<file path="src/rtl/seg7_pkg.sv">
// -----------------------------------------------------------------------------
// seg7_pkg
// Shared constants for the multiplexed 7-segment scan driver.
//   NUM_DIGITS : number of multiplexed digits on the board
//   SEG_OFF    : all segments dark (active-low segment bus)
//   AN_OFF     : all digit enables off (active-low anode bus)
//   SEG_HEX    : 16-entry hex glyph table, active-low {g,f,e,d,c,b,a}
// -----------------------------------------------------------------------------
package seg7_pkg;

    localparam int         NUM_DIGITS = 8;
    localparam logic [6:0] SEG_OFF    = 7'h7F;
    localparam logic [7:0] AN_OFF     = 8'hFF;

    // Glyphs 0-9, A, b, C, d, E, F (lower-case b/d so they differ from 8/0).
    localparam logic [6:0] SEG_HEX [16] = '{
        7'h40, 7'h79, 7'h24, 7'h30, 7'h19, 7'h12, 7'h02, 7'h78,
        7'h00, 7'h10, 7'h08, 7'h03, 7'h46, 7'h21, 7'h06, 7'h0E
    };

endpackage

</file>
<file path="src/rtl/seg7_scan_driver_hex_decode.sv">
// -----------------------------------------------------------------------------
// seg7_hex_decode
// Pure combinational 4-bit to 7-segment lookup (active-low segments).
//   nibble : hex value to display
//   seg    : segments {g,f,e,d,c,b,a}, active-low
// -----------------------------------------------------------------------------
module seg7_hex_decode
    import seg7_pkg::*;
(
    input  logic [3:0] nibble,
    output logic [6:0] seg
);

    assign seg = SEG_HEX[nibble];

endmodule

</file>
<file path="src/rtl/seg7_scan_driver.sv">
// -----------------------------------------------------------------------------
// seg7_scan_driver
// Scans an 8-digit common-anode 7-segment display, one digit per slot of
// SCAN_DIV clocks. The display word is copied into a shadow register only at
// frame boundaries (and once right after reset) so a frame never mixes values.
//
// Parameters
//   SCAN_DIV : clk cycles per digit slot (>= 2)
//   DIV_W    : prescaler width, 2**DIV_W >= SCAN_DIV
// Ports
//   clk         : system clock
//   rst         : synchronous active-high reset
//   disp_word   : nibble i shown on digit i (digit 0 rightmost)
//   dp_mask     : 1 = decimal point lit on digit i
//   an          : digit enables, active-low, at most one low
//   seg         : segments {g,f,e,d,c,b,a}, active-low
//   dp          : decimal point, active-low
//   frame_start : one-cycle pulse when the shadow word reloads at frame wrap
//
// Build option
//   SEG7_LZ_BLANK_EN : when defined, leading zeros (digits 1..7) are blanked.
// -----------------------------------------------------------------------------
module seg7_scan_driver
    import seg7_pkg::*;
#(
    parameter int SCAN_DIV = 100000,
    parameter int DIV_W    = 17
) (
    input  logic        clk,
    input  logic        rst,
    input  logic [31:0] disp_word,
    input  logic [7:0]  dp_mask,
    output logic [7:0]  an,
    output logic [6:0]  seg,
    output logic        dp,
    output logic        frame_start
);

    logic [DIV_W-1:0] presc_reg;
    logic [2:0]       idx_reg;
    logic [31:0]      shadow_reg;
    logic [7:0]       shadow_dp_reg;
    logic [7:0]       blank_reg;
    logic             first_reg;
    logic [7:0]       an_reg;
    logic [6:0]       seg_reg;
    logic             dp_reg;
    logic             frame_start_reg;

    logic             tick;
    logic             wrap;
    logic             capture;
    logic [7:0]       blank_next;
    logic [3:0]       nib_arr [NUM_DIGITS];
    logic [3:0]       cur_nib;
    logic [6:0]       dec_seg;

    assign tick    = (presc_reg == DIV_W'(SCAN_DIV - 1));
    assign wrap    = tick && (idx_reg == 3'd7);
    // first_reg covers the single capture right after reset release, so the
    // first frame shows the live word instead of the cleared shadow.
    assign capture = first_reg || wrap;

    generate
        for (genvar gi = 0; gi < NUM_DIGITS; gi++) begin : g_nib
            assign nib_arr[gi] = shadow_reg[4*gi +: 4];
        end
    endgenerate

    assign cur_nib = nib_arr[idx_reg];

`ifdef SEG7_LZ_BLANK_EN
    // Digit i is a leading zero when nibble i and everything above it is 0.
    // Digit 0 always shows, so an all-zero word still reads "0".
    generate
        for (genvar gi = 0; gi < NUM_DIGITS; gi++) begin : g_blank
            if (gi == 0) begin : g_d0
                assign blank_next[gi] = 1'b0;
            end else begin : g_dn
                assign blank_next[gi] = ~|disp_word[31:4*gi];
            end
        end
    endgenerate
`else
    assign blank_next = '0;
`endif

    seg7_hex_decode u_hex_decode (
        .nibble (cur_nib),
        .seg    (dec_seg)
    );

    always_ff @(posedge clk) begin
        if (rst) begin
            presc_reg       <= '0;
            idx_reg         <= '0;
            shadow_reg      <= '0;
            shadow_dp_reg   <= '0;
            blank_reg       <= '0;
            first_reg       <= 1'b1;
            an_reg          <= AN_OFF;
            seg_reg         <= SEG_OFF;
            dp_reg          <= 1'b1;
            frame_start_reg <= 1'b0;
        end else begin
            presc_reg <= tick ? '0 : presc_reg + 1'b1;
            if (tick) begin
                idx_reg <= idx_reg + 3'd1;
            end

            if (capture) begin
                shadow_reg    <= disp_word;
                shadow_dp_reg <= dp_mask;
                blank_reg     <= blank_next;
            end
            first_reg <= 1'b0;

            // Only true frame wraps pulse, keeping the pulse period uniform.
            frame_start_reg <= wrap;

            // Dark for the first cycle of every slot so the previous digit's
            // segments never flash on the newly enabled anode.
            an_reg  <= (presc_reg == '0) ? AN_OFF : ~(8'b1 << idx_reg);
            seg_reg <= blank_reg[idx_reg] ? SEG_OFF : dec_seg;
            dp_reg  <= ~shadow_dp_reg[idx_reg];
        end
    end

    assign an          = an_reg;
    assign seg         = seg_reg;
    assign dp          = dp_reg;
    assign frame_start = frame_start_reg;

endmodule

</file>
<file path="config.mk">
export PLATFORM = sky130hd
export DESIGN_NAME = seg7_scan_driver
export DESIGN_NICKNAME = d
export VERILOG_FILES = /design/src/rtl/seg7_pkg.sv /design/src/rtl/seg7_scan_driver_hex_decode.sv /design/src/rtl/seg7_scan_driver.sv
export SDC_FILE = /design/constraint.sdc
export NUM_CORES = 1
export LEC_CHECK = 0
export ABC_AREA = 1
export ABC_CLOCK_PERIOD_IN_PS = 2700
export BUFFER_PORTS_ARGS = -buffer_cell sky130_fd_sc_hd__buf_2
export CAP_MARGIN = 40
export CORE_MARGIN = 4
export CORE_UTILIZATION = 50
export CTS_CLUSTER_SIZE = 14
export DETAILED_ROUTE_END_ITERATION = 10
export PLACE_DENSITY = 0.74
export SLEW_MARGIN = 20
export SYNTH_ARGS = -nofsm -noshare
export SYNTH_HDL_FRONTEND = slang
export SYNTH_HIERARCHICAL = 1
export SYNTH_SLANG_ARGS = --single-unit
</file>
<file path="constraint.sdc">
create_clock -name clk -period 2.7 [get_ports clk]
set_input_delay 0.54 -clock clk [delete_from_list [all_inputs] [get_ports clk]]
set_output_delay 0.54 -clock clk [all_outputs]
set_load 0.02 [all_outputs]
</file>
==> results.md, run 1 <==
* Period minus WS final at 2300 ps
* GR Layer Usage met2 at 0.332
* Async S/R FF share, synth at 0
* Clock latency on the worst-skew pair at 350 ps
* GR Util All Layers at 0.196
* I/O pins at 59
* Crit path DAT at 2550 ps
* Final wirelength at 9140 um
* Die Area at 9570 um^2
* Fill count at 755
* Clock Tree Root: clkbuf_8
* Total number of vias at 3615
* Row Count at 32
* Area grow syn2layout at 15.1%
* HPWL after DPL at 6370 um
* Worst Path Max Fanout at 11
* Core area at 7810 um^2
* Slew margin rel. at 0.533
* Post-synth top cells: 103 x nand2_1, 78 x dfxtp_1, 73 x nor2_1
* Vias per cell at 5.02
* H-tree depth at 3
* Ys flop type: dfxtp_1
* Synthesis-stage register bit count at 78
* CTS hold repair buffers at 0
* Most frequent CP cell: nand2_1
* Worst r2r src: idx_reg[0]
* Drt pass-1 iters at 5
* Vias in the first global route at 3443
* Status: finished clean
* Setup Buffers After CTS at 0
* Clk_skew at 4.73 ps
* Largest stage delay on the critical path at 330 ps
* Gr busiest metal: met2
* Most numerous cell in the Yosys netlist: nand2_1
* Antenna diode count at 0
* Fin crit share at 0.853
* Fmax at 434 MHz
* Max reg flops at 32
* GPL Wtd Cong at 0.806
* RSZ-0062 raised after global routing: false
* CTS tree: built
* Post-DRT Antenna Nets at 0
* Share of layout cells above drive strength 1 at 0.220
* Initial DRC count at 214
* Final cell count without fillers at 720
* Worst-path clk slew at 80 ps
* Cells after DPL at 705
* Largest area contributor in the netlist: dfxtp_1
* Worst-margin pin slew at 699 ps
* Clock buffer depth at 2
* Leak at 2.19 nW
* Maximum VDD drop at 0.250 mV
* Clk sink count at 78
* Critical path class: reg2reg
* Final net count at 671
* Cts repair resizes at 0
* Total power at 2.51 mW
* CP startpoint: idx_reg[0]
* Cell Pwr Density at 541 nW/um^2
* Largest net degree at the start of global routing at 48
* Max cap viols at 0
* Die Y at 97.9 um
* Min-delay worst type: in2reg
* Endpoints failing setup at 0
* Setup crit end kind: flip-flop
* Drt drc at 0
* Met1 usage at 0.251
* Syn_area_per_cell at 7.19 um^2
* Cell Area, Synth at 4040 um^2
* Fin. Hold Viols at 0
* Syn_nets at 618
* Warnings, synthesis at 6
* Post-Synthesis Cells at 561
* Cts bufs inserted at 9
* Port Buffers at 58
* Number of flops mapped to enable cells by yosys at 0
* Gr ovfl total at 0
* Cells along the critical path: inv_1 -> buf_4 -> o21ai_0 -> nand2_1 -> nor2_1 -> a31oi_1 -> inv_1 -> ha_1 -> inv_1 -> nand2_1 -> nand2_1 -> nand2_1 -> nand2_1 -> or2_2
* Initial core utilization at 0.517
* Final Core Density at 0.595
* DIE WIDTH at 97.9 um
* DR WL/cell at 12.7 um
* First-pass GRT wire length at 15700 um
* Hold wc startpoint: dp_mask[5]
* Startpoint types: flip-flop
* Required time worst endpoint at 2940 ps
* Synth area leaders: dfxtp_1 39%, nand2_1 9.6%, nand3_2 7.9%
* Met3 usage at 0.0386
* Setup TNS at 0 ps
* Initial antenna violation count at 0
* Max stage delay cell, worst path: ha_1
* Cell variety after synth at 29
* Register area share after synthesis at 0.387
* Yosys top cell area share at 0.387
* Max Slew Vio Count at 0
==> per-stage QoR <==
| step | hold slack, ps | area, um^2 | worst slack (ps) |
|---|---|---|---|
| 2_1_floorplan | 430 | 4040 | 467 |
| 3_3_place_gp | 448 | 4420 | 457 |
| 3_5_place_dp | 464 | 4420 | 408 |
| 4_1_cts | 395 | 4650 | 405 |
| 5_1_grt | 403 | 4650 | 211 |
| 6_report | 402 | 4650 | 396 |
==> cells in the final DEF (no fill, tap or decap), types with 2 or more instances in the layout <==
cell type  synthesis  layout
nor2_2             2       2
ha_1              15      15
nand3_1           30      30
buf_4              1      12
o221ai_1           2       2
o21ai_0           23      23
inv_1             70      70
nor2_1            73      73
buf_12             0       2
inv_2              5       5
clkinv_2           0       2
nand2_1          103     103
bufinv_16          0       2
a31oi_1            4       4
dfxtp_1           78      78
nand4_1            4       4
nand3_2           32      32
o21ai_1            3       3
xor2_1             7       7
clkbuf_8           0      11
buf_2              5      58
a21oi_1           63      63
or2_2              7       7
nor3_1             4       4
==> critical path: cells and delay by family (launching register included) <==
kind | cells | cell delay, ps
AO/OA/AOI/OAI | 2 | 350
adder cells (fa/ha/maj) | 1 | 330
buffers and inverters | 4 | 660
flip-flops | 1 | 310
AND/OR/NAND/NOR | 7 | 540
==> final cells by class <==
cell class | instances | area (um^2) | share of cell area
clock inverters | 4 | 70.1 | 0.0151
repair buffers | 72 | 420 | 0.0905
clock buffers | 11 | 151 | 0.0326
well taps | 102 | 128 | 0.0275
multi-input cells | 378 | 2030 | 0.438
flip-flops and latches | 78 | 1560 | 0.336
inverters | 75 | 282 | 0.0606
==> cells by family (layout without fill, tap and decap cells) <==
kind of cell,count (synthesis),count (layout),share of synthesized area
AND/OR/NAND/NOR,259,259,0.317
flip-flops,78,78,0.387
adder cells (fa/ha/maj),15,15,0.0465
XOR/XNOR,8,8,0.0174
AO/OA/AOI/OAI,96,96,0.123
buffers and inverters,105,162,0.109
==> per-layer routing <==
| metal | vias up | wire [um] |
|---|---|---|
| met3 | 16 | 442 |
| met1 | 1634 | 4130 |
| li1 | 1878 | - |
| met2 | 87 | 4450 |
| met5 | - | 0 |
| met4 | 0 | 116 |
==> worst paths after layout <==
kind / endpoint / slack [ps] / depth (start not counted)
worst max-delay path: seg[3] / 400 / 14
worst min-delay path: shadow_dp_reg[5] / 400 / 3
worst max register to register: seg[3] / 400 / 14
worst min register to register: presc_reg[0] / 480 / 1
==> power by group <==
part           switching [mW]  internal [mW]
sequential             0.0253           1.21
combinational           0.176          0.122
clock                   0.421          0.563
Power figures use the tool's default switching activity.
==> inputs of run 2 (changes only) <==
--- a/config.mk
+++ b/config.mk
@@ -9,11 +9,14 @@
 export ABC_CLOCK_PERIOD_IN_PS = 2700
 export BUFFER_PORTS_ARGS = -buffer_cell sky130_fd_sc_hd__buf_2
 export CAP_MARGIN = 40
+export CELL_PAD_IN_SITES_DETAIL_PLACEMENT = 0
+export CELL_PAD_IN_SITES_GLOBAL_PLACEMENT = 1
 export CORE_MARGIN = 4
-export CORE_UTILIZATION = 50
+export CORE_UTILIZATION = 41
 export CTS_CLUSTER_SIZE = 14
 export DETAILED_ROUTE_END_ITERATION = 10
-export PLACE_DENSITY = 0.74
+export GPL_ROUTABILITY_DRIVEN = 1
+export PLACE_DENSITY = 0.82
 export SLEW_MARGIN = 20
 export SYNTH_ARGS = -nofsm -noshare
 export SYNTH_HDL_FRONTEND = slang
==> run 2 against run 1 <==
Global-route usage shrank 3.7 points. Count of clock-buffer cells in the layout shrank 1. Register-to-register slack lost 70 ps. Combinational power fell by 2%. Maximum frequency shrank 3.0%. Hold slack got worse by 9.3 ps. Power is 6.1% higher. Non-clock buffer count is 4 lower.
==> results.md, run 2 (same netlist as run 1, synthesis figures left out) <==
* Final wirelength at 8890 um (-2.7%)
* CTS tree: built
* Reg2Reg Setup Slack at 320 ps (-70 ps)
* Setup crit end kind: flip-flop
* Most common cell after layout, fill and taps aside: nand2_1
* Max reg flops at 32 (unchanged)
* Pre-CTS setup slack at 343 ps (-64.8 ps)
* Vias in the first global route at 3190 (-7.3%)
* Setup TNS at 0 ps (unchanged)
* Fill count at 964 (+28%)
* Switching share of power at 0.236 (-0.0114)
* Multi-input combinational cell area at 2030 um^2 (unchanged)
* Drt drc at 0 (unchanged)
* Min-delay worst type: in2reg
* Initial DRC count at 180 (-16%)
* Initial antenna violation count at 0 (unchanged)
* Post-DRT Antenna Nets at 0 (unchanged)
* GR Util All Layers at 0.159 (-0.0374)
* NetSw at 0.630 mW (+1.2%)
* DR WL/cell at 11.9 um (-5.9%)
* Share of layout cells above drive strength 1 at 0.215 (-0.00543)
* Register area at 1560 um^2 (unchanged)
* Cts bufs inserted at 9 (unchanged)
* First-pass GRT wire length at 14700 um (-6.5%)
* Cell Pwr Density at 569 nW/um^2 (+5.1%)
* RSZ-0062 raised after global routing: false
* Worst R2R End: seg[3]
* CTS hold repair buffers at 0 (unchanged)
* Comb power frac at 0.110 (-0.008)
* Total number of vias at 3499 (-3.2%)
* Startpoint types: flip-flop
* Hold EP: first_reg
* Core area at 9420 um^2 (+21%)
* I/O pins at 59 (unchanged)
* Required time worst endpoint at 2940 ps (about the same)
* Crit path DAT at 2620 ps (+70 ps)
* Initial core utilization at 0.429 (-0.0883)
* DIE WIDTH at 107 um (+9.6%)
* Drt pass-1 iters at 5 (unchanged)
* Period minus WS final at 2380 ps (+72.2 ps)
* Clk sink count at 78 (unchanged)
* Clock Tree Root: clkbuf_8
* GPL Wtd Cong at 0.873 (+8.4%)
* Hold Path Cell Cnt at 1 (-2)
* Largest net degree at the start of global routing at 57 (+19%)
* Critical path class: reg2reg
* Worst r2r src: idx_reg[0]
* Leak at 2.19 nW (about the same)
* Die Y at 107 um (+9.6%)
* Reg power frac at 0.462 (-0.028)
* Fin. Hold Viols at 0 (unchanged)
* Fmax at 421 MHz (-3.0%)
* Max Slew Vio Count at 0 (unchanged)
* Setup Buffers After CTS at 0 (unchanged)
* Slew margin rel. at 0.582 (+0.0483)
* Vias per cell at 4.70 (-6.3%)
* Most frequent cells in the layout: 103 x nand2_1, 78 x dfxtp_1, 73 x nor2_1, 70 x inv_1, 63 x a21oi_1
* Antenna diode count at 0 (unchanged)
* Final Core Density at 0.498 (-0.0970)
* Cts repair resizes at 0 (unchanged)
* P_int at 2.04 mW (+7.7%)
* Worst-path clk slew at 80 ps (about the same)
* Min setup slack post-route at 324 ps (-72.2 ps)
* Clock power share at 0.428 (+0.037)
* Total power at 2.67 mW (+6.1%)
* Fin crit share at 0.880 (+0.0267)
* Die Area at 11500 um^2 (+20%)
* Gr ovfl total at 0 (unchanged)
* Hold WS at 393 ps (-9.28 ps)
* Row Count at 35 (+9.4%)
* Clock latency on the worst-skew pair at 360 ps (about the same)
* Maximum VDD drop at 0.263 mV (+5.0%)
* Worst-margin pin slew at 623 ps (-76.2 ps)
* Area grow syn2layout at 16.2%
* Clk_skew at 10.7 ps (+5.94 ps)
* Port Buffers at 58 (unchanged)
* HPWL after DPL at 6330 um (-0.59%)
* Endpoints failing setup at 0 (unchanged)
* Status: finished clean
* Clock buffer depth at 2 (unchanged)
* Worst Path Max Fanout at 19 (+8)
* Reg2Reg Depth at 14 (unchanged)
* Max cap viols at 0 (unchanged)
* Final net count at 667 (-0.60%)
* H-tree depth at 3 (unchanged)
* Hold wc startpoint: rst
==> run 2: layer usage <==
layer | vias up | routed length [um] | share of wire | GRT usage
li1 | 1871 | - | - | -
met2 | 74 | 4110 | 0.46 | 0.255
met1 | 1543 | 4230 | 0.48 | 0.209
met4 | 0 | 134 | 0.015 | 0.0566
met5 | - | 0 | 0 | 0
met3 | 11 | 417 | 0.047 | 0.0361
==> run 2: metrics by stage <==
| step | cell area (um^2) | cells |
|---|---|---|
| 6_report | 4690 | 744 |
| 5_1_grt | 4690 | 744 |
| 4_1_cts | 4690 | 744 |
| 3_5_place_dp | 4430 | 728 |
| 3_3_place_gp | 4430 | 728 |
| 2_1_floorplan | 4040 | 561 |
==> run 2: layout make-up <==
type                            count  share of cell area
Clock buffer                       10              0.0272
Clock inverter                      6              0.0285
Inverter                           75              0.0600
Multi-Input combinational cell    378               0.434
Sequential cell                    78               0.333
Tap cell                          129              0.0344
Timing Repair Buffer               68              0.0832
==> run 2: how the worst max path moves through the flow <==
stage / startpoint / to / slack, ps
floorplan: idx_reg[1] / seg[3] / 470
global placement: idx_reg[0] / seg[3] / 430
detailed placement: idx_reg[0] / seg[3] / 340
CTS: idx_reg[0] / seg[3] / 320
global route: idx_reg[0] / seg[3] / 40
finish: idx_reg[0] / seg[3] / 320
==> run 2: worst max-delay path, cell delays in order (launching register included) <==
cell and delay [ps]:
dfxtp_1 420, inv_1 260, a21oi_1 210, o21ai_0 90, nand2_1 70, nor2_1 30, a31oi_1 220, inv_1 150
ha_1 330, inv_1 40, nand2_1 40, nand2_1 50, nand2_1 60, nand2_1 40, or2_2 260
==> run 2: power by group through the flow <==
| stage | Combinational [mW] | Clock (mW) | Sequential [mW] |
|---|---|---|---|
| final | 0.293 | 1.14 | 1.23 |
| after global routing | 0.336 | 1.21 | 1.24 |
| after CTS | 0.298 | 1.17 | 1.23 |
| after detailed placement | 0.297 | 0 | 1.26 |
| after global placement | 0.293 | 0 | 1.26 |
| after floorplan | 0.194 | 0 | 1.27 |
==> inputs of run 3 (changes only) <==
--- a/config.mk
+++ b/config.mk
@@ -11,7 +11,7 @@
 export CAP_MARGIN = 40
 export CELL_PAD_IN_SITES_DETAIL_PLACEMENT = 0
 export CELL_PAD_IN_SITES_GLOBAL_PLACEMENT = 1
-export CORE_MARGIN = 4
+export CORE_MARGIN = 2
 export CORE_UTILIZATION = 41
 export CTS_CLUSTER_SIZE = 14
 export DETAILED_ROUTE_END_ITERATION = 10
@@ -22,3 +22,4 @@
 export SYNTH_HDL_FRONTEND = slang
 export SYNTH_HIERARCHICAL = 1
 export SYNTH_SLANG_ARGS = --single-unit
+export TNS_END_PERCENT = 100
==> run 3 against run 2 <==
Non-clock buffer count is the same. Largest cell class unchanged. Combinational power is essentially flat. Sequential cell count is the same. Register-to-register slack gained 170 ps. Critical path type unchanged. First-iteration DRC count shrank 8.9%.
==> results.md, run 3 (same netlist as run 1, synthesis figures left out) <==
* Max cap viols at 0 (unchanged)
* Port Buffers at 58 (unchanged)
* Setup TNS at 0 ps (unchanged)
* Setup Buffers After CTS at 0 (unchanged)
* Clock Tree Root: clkbuf_8
* Drt pass-1 iters at 4 (-1)
* Largest net degree at the start of global routing at 81 (+42%)
* DR WL/cell at 11.5 um (-3.4%)
* Cells along the critical path: inv_1 -> buf_4 -> o21ai_0 -> nand2_1 -> nor2_1 -> a31oi_1 -> inv_1 -> ha_1 -> inv_1 -> nand2_1 -> nand2_1 -> nand2_1 -> nand2_1 -> or2_2
* Post-DRT Antenna Nets at 0 (unchanged)
* Bufs and invs on worst path at 4 (+1)
* Fill count at 981 (+1.8%)
* Fmax at 453 MHz (+7.5%)
* Most frequent CP cell: nand2_1
* Share of layout cells above drive strength 1 at 0.215 (unchanged)
* Most common cell after layout, fill and taps aside: nand2_1
* Clk sink count at 78 (unchanged)
* Period minus WS final at 2210 ps (-167 ps)
* Row Count at 36 (+2.9%)
* Vias in the first global route at 3093 (-3.0%)
* Vias per cell at 4.65 (-1.2%)
* Worst-margin pin slew at 757 ps (+134 ps)
* Die Area at 10700 um^2 (-7.3%)
* Kind of cell adding the most delay to the critical path: buffers and inverters
* Status: finished clean
* Crit path DAT at 2450 ps (-170 ps)
* I/O pins at 59 (unchanged)
* Largest stage delay on the critical path at 320 ps (-100 ps)
* Leak at 2.18 nW (-0.24%)
* Slew margin rel. at 0.493 (-0.0887)
* GR Util All Layers at 0.171 (+0.0126)
* Setup crit end kind: flip-flop
* GPL Wtd Cong at 0.829 (-5.0%)
* CTS tree: built
* Hold WS at 395 ps (+2.03 ps)
* Pre-CTS setup slack at 488 ps (+145 ps)
* Initial core utilization at 0.417 (-0.0119)
* Antenna diode count at 0 (unchanged)
* Endpoints failing setup at 0 (unchanged)
* Die Y at 103 um (-3.7%)
* Total number of vias at 3475 (-0.69%)
* CTS hold repair buffers at 0 (unchanged)
* Gr ovfl total at 0 (unchanged)
* Max Slew Vio Count at 0 (unchanged)
* Area grow syn2layout at 15.9%
* Max reg flops at 32 (unchanged)
* DIE WIDTH at 103 um (-3.7%)
* Final net count at 667 (unchanged)
* Initial antenna violation count at 0 (unchanged)
* First-pass GRT wire length at 14300 um (-3.0%)
* Worst Path Max Fanout at 16 (-3)
* Cts repair resizes at 0 (unchanged)
* Cell Pwr Density at 542 nW/um^2 (-4.7%)
* Most frequent cells in the layout: 103 x nand2_1, 78 x dfxtp_1, 73 x nor2_1, 70 x inv_1, 63 x a21oi_1
* Startpoint types: flip-flop
* RSZ-0062 raised after global routing: false
* Required time worst endpoint at 2940 ps (about the same)
* Maximum VDD drop at 0.353 mV (+34%)
* Min setup slack post-route at 490 ps (+167 ps)
* Fin. Hold Viols at 0 (unchanged)
* Fin crit share at 0.818 (-0.0617)
* Final wirelength at 8630 um (-2.9%)
* Clock latency on the worst-skew pair at 350 ps (about the same)
* Cts bufs inserted at 9 (unchanged)
* Max stage delay cell, worst path: ha_1
* Clock buffer depth at 2 (unchanged)
* Core area at 9680 um^2 (+2.9%)
* H-tree depth at 3 (unchanged)
* Min-delay worst type: in2reg
* Drt drc at 0 (unchanged)
* Worst-path clk slew at 80 ps (about the same)
* Initial DRC count at 164 (-8.9%)
* HPWL after DPL at 6090 um (-3.7%)
* Critical path class: reg2reg
* Clk_skew at 6.95 ps (-3.72 ps)
==> run 3: power by group <==
group	leakage [nW]	internal (mW)	switching (mW)
Sequential	0.643	1.21	0.0242
Clock	0.120	0.596	0.418
Combinational	1.42	0.120	0.170
==> run 3: area by class of cell <==
| class | instances | area, um^2 | share of cell area |
|---|---|---|---|
| timing repair buffer | 68 | 403 | 0.0861 |
| clock buffer | 13 | 169 | 0.0361 |
| tap | 133 | 166 | 0.0356 |
| sequential | 78 | 1560 | 0.334 |
| clock inverter | 3 | 65.1 | 0.0139 |
| multi-input combinational | 378 | 2030 | 0.434 |
| inverter | 75 | 282 | 0.0602 |
==> run 3: final timing paths <==
kind                       end    startpoint  cells after the start  slack (ps)
setup / recovery        seg[3]    idx_reg[0]                     14         490
setup reg to reg        seg[3]    idx_reg[0]                     14         490
hold reg to reg   presc_reg[0]  presc_reg[0]                      1         470
hold / removal       first_reg           rst                      1         390
==> run 3: through the flow <==
stage,std cells,power [mW],cell area (um^2),util
3_3_place_gp,732,1.55,4450,0.459
4_1_cts,748,2.56,4680,0.483
6_report,748,2.54,4680,0.483
3_5_place_dp,732,1.55,4450,0.459
2_1_floorplan,561,1.46,4040,-
5_1_grt,748,2.65,4680,0.483
==> run 3: per-layer routing <==
metal	track usage	share of wire
met5	0	0
met4	0.0557	0.018
met3	0.0484	0.043
met2	0.272	0.44
met1	0.226	0.50
==> run 3: worst register-to-register path, stage by stage, from the launching register on <==
cell	delay, ps
dfxtp_1	310
inv_1	190
buf_4	240
o21ai_0	90
nand2_1	60
nor2_1	40
a31oi_1	220
inv_1	150
ha_1	320
inv_1	40
nand2_1	40
nand2_1	50
nand2_1	50
nand2_1	40
or2_2	260
